File: src/rtl/bridge_pkg.sv
// bridge_pkg: shared constants and types for the io_bridge_n CPU-to-peripheral bridge.
package bridge_pkg;
    localparam int IC_IPEND   = 0;
    localparam int IC_IMASK   = 1;
    localparam int IC_ICAUSE  = 2;
    localparam int IC_BADADDR = 3;
    localparam int IC_ISTAT   = 4;
    localparam int ISTAT_ERR  = 0;
    localparam int ISTAT_OVF  = 1;
    // Largest device count any instance may use (NUM_DEV <= INT_W); the IC is slot NUM_DEV.
    localparam int MAX_DEV = 63;
    typedef logic [$clog2(MAX_DEV+1)-1:0] slot_t;
endpackage

File: src/rtl/int_ctrl.sv
// int_ctrl: interrupt controller (edge/level capture, pending/mask/cause) plus bus-error capture.
module int_ctrl
    import bridge_pkg::*;
#(
    parameter int NUM_DEV = 4,
    parameter int DATA_W = 32,
    parameter int ADDR_W = 32,
    parameter int WIN_BITS = 4,
    parameter int INT_W = 6,
    parameter logic [NUM_DEV-1:0] EDGE_MASK = '0
) (
    input  logic                clk,
    input  logic                rst,
    input  logic [NUM_DEV-1:0]  dev_irq_i,
    input  logic                sel_i,
    input  logic                we_i,
    input  logic                re_i,
    input  logic [WIN_BITS-1:0] addr_i,
    input  logic [NUM_DEV-1:0]  wd_i,
    input  logic [NUM_DEV-1:0]  wmask_i,
    input  logic                bad_i,
    input  logic [ADDR_W-1:0]   bad_addr_i,
    output logic [DATA_W-1:0]   rd_o,
    output logic [INT_W-1:0]    hw_int_o
);
    logic [NUM_DEV-1:0] irq_q, irq_qq, ipend_q, ipend_d, imask_q, imask_d, act, clr;
    logic [ADDR_W-1:0]  badaddr_q, badaddr_d;
    logic               err_q, err_d, ovf_q, ovf_d;
    logic [7:0]         idx;
    logic [DATA_W-1:0]  cause, istat;

    assign act = ipend_q & imask_q;

    always_comb begin
        idx = '0;
        for (int i = NUM_DEV - 1; i >= 0; i--)
            if (act[i]) idx = 8'(i);
    end

    always_comb begin
        clr       = (sel_i & we_i & addr_i == WIN_BITS'(IC_IPEND)) ? wd_i & wmask_i & EDGE_MASK : '0;
        // An edge detected this cycle beats a simultaneous write-1-to-clear.
        ipend_d   = (EDGE_MASK & ((ipend_q & ~clr) | (irq_q & ~irq_qq))) | (~EDGE_MASK & irq_q);
        imask_d   = (sel_i & we_i & addr_i == WIN_BITS'(IC_IMASK)) ? (imask_q & ~wmask_i) | (wd_i & wmask_i) : imask_q;
        badaddr_d = bad_i ? bad_addr_i : badaddr_q;
        err_d     = bad_i | (err_q & ~(sel_i & re_i & addr_i == WIN_BITS'(IC_BADADDR)));
        ovf_d     = ovf_q | (bad_i & err_q);
        cause     = '0;
        cause[31] = |act;
        cause[7:0] = idx;
        istat     = '0;
        istat[ISTAT_ERR] = err_q;
        istat[ISTAT_OVF] = ovf_q;
    end

    always_ff @(posedge clk or posedge rst) begin
        if (rst) begin
            irq_q     <= '0;
            irq_qq    <= '0;
            ipend_q   <= '0;
            imask_q   <= '0;
            badaddr_q <= '0;
            err_q     <= 1'b0;
            ovf_q     <= 1'b0;
        end else begin
            irq_q     <= dev_irq_i;
            irq_qq    <= irq_q;
            ipend_q   <= ipend_d;
            imask_q   <= imask_d;
            badaddr_q <= badaddr_d;
            err_q     <= err_d;
            ovf_q     <= ovf_d;
        end
    end

    assign rd_o = addr_i == WIN_BITS'(IC_IPEND)   ? DATA_W'(ipend_q) :
                  addr_i == WIN_BITS'(IC_IMASK)   ? DATA_W'(imask_q) :
                  addr_i == WIN_BITS'(IC_ICAUSE)  ? cause :
                  addr_i == WIN_BITS'(IC_BADADDR) ? DATA_W'(badaddr_q) :
                  addr_i == WIN_BITS'(IC_ISTAT)   ? istat : '0;

    assign hw_int_o = INT_W'(act);
endmodule

File: src/rtl/io_bridge_n.sv
// io_bridge_n: decodes core I/O accesses onto NUM_DEV device windows plus an interrupt
// controller window, muxes read data and stalls the core on not-ready devices.
module io_bridge_n
    import bridge_pkg::*;
#(
    parameter int NUM_DEV = 4,
    parameter int DATA_W = 32,
    parameter int ADDR_W = 32,
    parameter int WIN_BITS = 4,
    parameter logic [ADDR_W-1:0] BASE_ADDR = 'h0000_7F00,
    parameter int INT_W = 6,
    parameter logic [NUM_DEV-1:0] EDGE_MASK = '0
) (
    input  logic                      clk,
    input  logic                      rst,
    input  logic [ADDR_W-1:0]         pr_addr,
    input  logic [DATA_W-1:0]         pr_wd,
    input  logic [DATA_W/8-1:0]       pr_be,
    input  logic                      io_write,
    input  logic                      io_read,
    output logic [DATA_W-1:0]         pr_rd,
    output logic                      pr_stall,
    output logic [WIN_BITS-1:0]       dev_addr,
    output logic [DATA_W-1:0]         dev_wd,
    output logic [DATA_W/8-1:0]       dev_be,
    output logic [NUM_DEV-1:0]        dev_we,
    output logic [NUM_DEV-1:0]        dev_re,
    input  logic [NUM_DEV*DATA_W-1:0] dev_rd,
    input  logic [NUM_DEV-1:0]        dev_ready,
    input  logic [NUM_DEV-1:0]        dev_irq,
    output logic [INT_W-1:0]          hw_int
);
    logic [ADDR_W-1:0]  slot_full;
    slot_t              slot;
    logic               req, is_dev, is_ic;
    logic [NUM_DEV-1:0] sel, bmask;
    logic [DATA_W-1:0]  ic_rd;

    // Addresses below BASE_ADDR wrap to a huge slot number and fall out as unmapped.
    assign slot_full = (pr_addr - BASE_ADDR) >> (WIN_BITS + 2);
    assign slot      = slot_t'(slot_full);
    assign is_dev    = slot_full < ADDR_W'(NUM_DEV);
    assign is_ic     = slot_full == ADDR_W'(NUM_DEV);
    assign req       = io_write | io_read;
    assign sel       = is_dev ? NUM_DEV'(1) << slot : '0;

    assign dev_we   = {NUM_DEV{io_write}} & sel & dev_ready;
    assign dev_re   = {NUM_DEV{io_read & ~io_write}} & sel;
    assign pr_stall = req & |(sel & ~dev_ready);
    assign dev_addr = pr_addr[WIN_BITS+1:2];
    assign dev_wd   = pr_wd;
    assign dev_be   = pr_be;
    assign pr_rd    = !req ? '0 : is_dev ? dev_rd[slot*DATA_W +: DATA_W] : is_ic ? ic_rd : '0;

    for (genvar b = 0; b < NUM_DEV; b++) begin : g_bm
        assign bmask[b] = pr_be[b/8];
    end

    int_ctrl #(
        .NUM_DEV(NUM_DEV), .DATA_W(DATA_W), .ADDR_W(ADDR_W),
        .WIN_BITS(WIN_BITS), .INT_W(INT_W), .EDGE_MASK(EDGE_MASK)
    ) u_ic (
        .clk(clk),
        .rst(rst),
        .dev_irq_i(dev_irq),
        .sel_i(is_ic),
        .we_i(io_write),
        .re_i(io_read & ~io_write),
        .addr_i(pr_addr[WIN_BITS+1:2]),
        .wd_i(pr_wd[NUM_DEV-1:0]),
        .wmask_i(bmask),
        .bad_i(req & ~is_dev & ~is_ic),
        .bad_addr_i(pr_addr),
        .rd_o(ic_rd),
        .hw_int_o(hw_int)
    );
endmodule

File: config.mk
export PLATFORM = sky130hd
export DESIGN_NAME = io_bridge_n
export DESIGN_NICKNAME = d
export VERILOG_FILES = /design/src/rtl/bridge_pkg.sv /design/src/rtl/int_ctrl.sv /design/src/rtl/io_bridge_n.sv
export SDC_FILE = /design/constraint.sdc
export NUM_CORES = 1
export LEC_CHECK = 0
export ABC_AREA = 1
export CAP_MARGIN = 20
export CORE_AREA = 2 2 116 118
export CTS_BUF_LIST = sky130_fd_sc_hd__clkbuf_16
export DETAILED_ROUTE_END_ITERATION = 10
export DIE_AREA = 0 0 118 120
export PLACE_DENSITY_LB_ADDON = 0.3
export SYNTH_ARGS = -nofsm -noshare
export SYNTH_HDL_FRONTEND = slang
export SYNTH_SLANG_ARGS = --single-unit
File: constraint.sdc
create_clock -name clk -period 5.3 [get_ports clk]
set_input_delay 1.06 -clock clk [delete_from_list [all_inputs] [get_ports clk]]
set_output_delay 1.06 -clock clk [all_outputs]
set_load 0.02 [all_outputs]
==> out/metrics.csv <==
stage;metric;value;unit
floorplan;chip width;118;microns
floorplan;Die ar.;14160;sq um
synthesis;fraction of synthesized cell area in xor and xnor cells;0.5707;%
placed_design;number of cells after detailed placement;1123;
detailed_routing;DR DRC count;0;
power_and_ir_drop;Sw Share;28.81;%
synthesis;register bit total from synthesis;46;
synthesis;largest family of logic cells by synthesized area;simple AND/OR/NAND/NOR gates;
global_route;largest net degree at the start of global routing;66;
finish;commonest non-fill, non-tap cells in the layout;nand2_1 (202), clkdlybuf4s50_1 (189), nor2_1 (115);
global_route;met1 global-route usage;33.72;%
timing;Worst-Margin Slew;685.3;ps
synthesis;number of different library cells in the post-synthesis netlist;35;
floorplan;Starting Density;35.47;%
power_and_ir_drop;Seq pwr share;35.5;%
detailed_routing;DR iter-0 viols;536;
timing;f_max;198.0;MHz
setup_path;Cell Chain, Critical Path;clkdlybuf4s50_1 > buf_4 > inv_4 > nor2_2 > nand2_1 > buf_4 > nand3_1 > nand2_1 > nand2_1 > nand2_1 > nor2_1 > nand2_1 > nor2_4 > nand2_4 > nor2_8 > buf_4 > nand2_1 > a21oi_1 > dlygate4sd2_1;
finish;FF+latch area;1151;sq um
timing;unrepaired setup endpoints after global routing;false;
clock_tree;Num CTS Buffers;5;
synthesis;Synth Area in Simple Gates;41.28;%
run;max cap viols;0;
synthesis;Cells after Synth;775;
timing;worst-case hold slack;349.4;ps
global_route;initial antenna violation count;0;
finish;non-filler cells, final;1132;
power_and_ir_drop;PnR Total Power;1090;uW
power_and_ir_drop;clock share of power;33.8;%
setup_path;WS Path Type;primary input to primary output;
timing;hold violation count in the final report;0;
global_route;total track usage;25.28;%
synthesis;Adder-Cell Fraction of Synth Area;0.5435;%
worst_hold_path;worst min-delay path category;flip-flop to flip-flop;
floorplan;Core Region;12980;sq um
finish;area of the multi-input gates;2759;sq um
clock_tree;CTS root buf;clkbuf_16;
setup_path;CP required;4240;ps
finish;filler cell count in the final layout;1334;
global_route;gr ovfl total;0;
finish;nets@finish;1165;
timing;clock skew;1.450;ps
power_and_ir_drop;Pleak;0.003689;uW
setup_path;delay-heaviest family, CP;buffers and inverters;
placed_design;Final Wtd Congestion;0.9007;
setup_path;WP data arrival;3990;ps
synthesis;EDFF count, synth;0;
synthesis;register area share after synthesis;25.00;%
detailed_routing;wire per inst;16.32;microns
clock_tree;clock buffer depth;2;
timing;Slew Limit Fails;0;
detailed_routing;Post-Route WL;18470;microns
power_and_ir_drop;switching power;314.2;uW
global_route;first-pass GRT wire length;28810;microns
floorplan;DIE HEIGHT;120;microns
synthesis;YS warnings;0;
power_and_ir_drop;Comb power frac;30.7;%
setup_path;slowest stage delay, CP;480;ps
synthesis;mux contribution to synthesized area;0;%
setup_path;Critical Path Most Common Cell;nand2_1;
clock_tree;Reg clk slew, reported paths;60;ps
detailed_routing;drt first pass iters;5;
global_route;vias in the first global route;5524;
finish;most common cell after layout, fill and taps aside;nand2_1;
placed_design;IO Port Bufs;230;
global_route;met3 Use GR;4.563;%
setup_path;Worst Path Buf+Inv;6;
setup_path;CP max-delay cell;clkdlybuf4s50_1;
placed_design;post-DP HPWL;14180;microns
floorplan;Rows;42;
global_route;met2 Use GR;42.51;%
detailed_routing;total number of vias;5813;
power_and_ir_drop;pwr dens;153.0;nW/um^2
setup_path;Worst Path Max Fanout;15;
timing;slew margin rel.;54.15;%
detailed_routing;Via-to-Cell Ratio;5.135;
global_route;busiest layer in global routing;met2;
clock_tree;CTS tree;done;
timing;fin crit share;95.29;%
setup_path;CP Capture Type;primary output;
power_and_ir_drop;Internal;776.2;uW
finish;Syn-to-layout area delta;54.76;%
synthesis;Mapped Area;4604;sq um
clock_tree;clock latency on the worst-skew pair;290;ps
finish;layout cell share with drive strength beyond 1;6.276;%
synthesis;async set-reset flop share out of synthesis;100.0;%
floorplan;I/O Pins;295;
clock_tree;H-tree levels;2;
timing;minimum clock period;5050;ps
detailed_routing;Antenna Violating Nets Remaining;0;
timing;Final setup viols;0;
clock_tree;CTS Sinks;46;
finish;# diodes;0;
setup_path;Critical Path Source Type;primary input;
synthesis;Avg Synthesized Cell Area;5.941;sq um
status;status;completed;
synthesis;Most used DFF post-synth;dfrtp_1;
power_and_ir_drop;Max VDD drop;0.0001551;V
synthesis;Synth Area in Compound Gates;17.20;%
-- power by group through the flow --
| stage | clock network [uW] | logic, uW | registers (uW) |
|---|---|---|---|
| CTS | 374 | 333 | 387 |
| global placement | 0 | 330 | 392 |
| floorplan | 0 | 177 | 390 |
| finish | 369 | 334 | 387 |
| detailed placement | 0 | 331 | 393 |
| global route | 385 | 368 | 390 |
-- cell type report --
type / count / area share, %
clock inverters: 3 / 0.6146
multi-input cells: 597 / 38.72
inverters: 47 / 2.564
well taps: 176 / 3.090
clock buffers: 5 / 1.756
flip-flops and latches: 46 / 16.15
repair buffers: 258 / 37.10
-- synthesized netlist by cell type, types with 2 or more instances --
master      n  share of area [%]
a21oi_1    34                3.7
buf_1       5               0.41
buf_2      10                1.1
buf_4      45                7.3
buf_6       3               0.73
clkbuf_1   23                1.9
clkinv_1    2               0.16
dfrtp_1    46                 25
ha_1        2               0.54
inv_1      44                3.6
nand2_1   202                 16
nand2_2     3               0.41
nand3_1    90                9.8
nand4_1    14                1.9
nor2_1    116                9.5
nor2_2      4               0.54
nor2_8      2               0.87
nor3_1      4               0.43
o21ai_0    75                8.2
o21bai_1    3               0.49
o22ai_1    32                4.3
or2_2       2               0.27
xor2_1      2               0.38
-- per-layer routing --
metal / vias to the layer above / wire length [microns]
met4: 0 / 285
met2: 235 / 8648
met5: - / 0
li1: 2880 / -
met3: 20 / 1304
met1: 2678 / 8234
-- what timing repair did --
action | 4_1_cts | 5_1_grt
endpoints found under the setup margin | 1 | 39
resized for setup | 1 | 40
buffers inserted | 0 | 0
hold buffers | 0 | 0
-- logic make-up (layout without fill, tap and decap cells) --
kind of cell | after synthesis | after routing
other | 1 | 2
flip-flops | 46 | 46
buffers and inverters | 133 | 313
adder cells (fa/ha/maj) | 2 | 2
AO/OA/AOI/OAI | 147 | 147
XOR/XNOR | 3 | 3
AND/OR/NAND/NOR | 443 | 443
-- sequential cells by signal, summed over array words and instances (netlist names), named ones only --
name / count
u_ic.ipend_d: 4
u_ic.ipend_q: 4
u_ic.badaddr_q: 32
u_ic.err_q: 1
u_ic.ovf_q: 1
-- worst paths after layout --
| kind | start | end | slack, ps | cells past startpoint |
|---|---|---|---|---|
| min in group asynchronous | rst | u_ic.badaddr_q[26]$_DFFE_PP0P_ | 1110 | 2 |
| worst max register to register | u_ic.err_q$_DFF_PP0_ | u_ic.ovf_q$_DFF_PP0_ | 4620 | 2 |
| max in group asynchronous | rst | u_ic.badaddr_q[11]$_DFFE_PP0P_ | 3680 | 3 |
| worst min-delay path | u_ic.ipend_d[1]$_DFF_PP0_ | u_ic.ipend_q[1]$_DFF_PP0_ | 350 | 0 |
| worst max-delay path | pr_addr[8] | pr_rd[30] | 250 | 19 |
| worst min register to register | u_ic.ipend_d[1]$_DFF_PP0_ | u_ic.ipend_q[1]$_DFF_PP0_ | 350 | 0 |
-- through the flow --
stage / worst slack, ps / util [%] / setup TNS (ps) / instance area (sq um)
6_report: 249.6 / 54.90 / 0 / 7126
5_1_grt: 9.804 / 54.90 / 0 / 7126
4_1_cts: 6.766 / 53.94 / 0 / 7002
3_5_place_dp: -10.15 / 52.65 / -10.15 / 6834
3_3_place_gp: 54.13 / 52.65 / 0 / 6834
2_1_floorplan: 1178 / - / 0 / 4608
No activity file was read; power rests on OpenSTA's default activity.
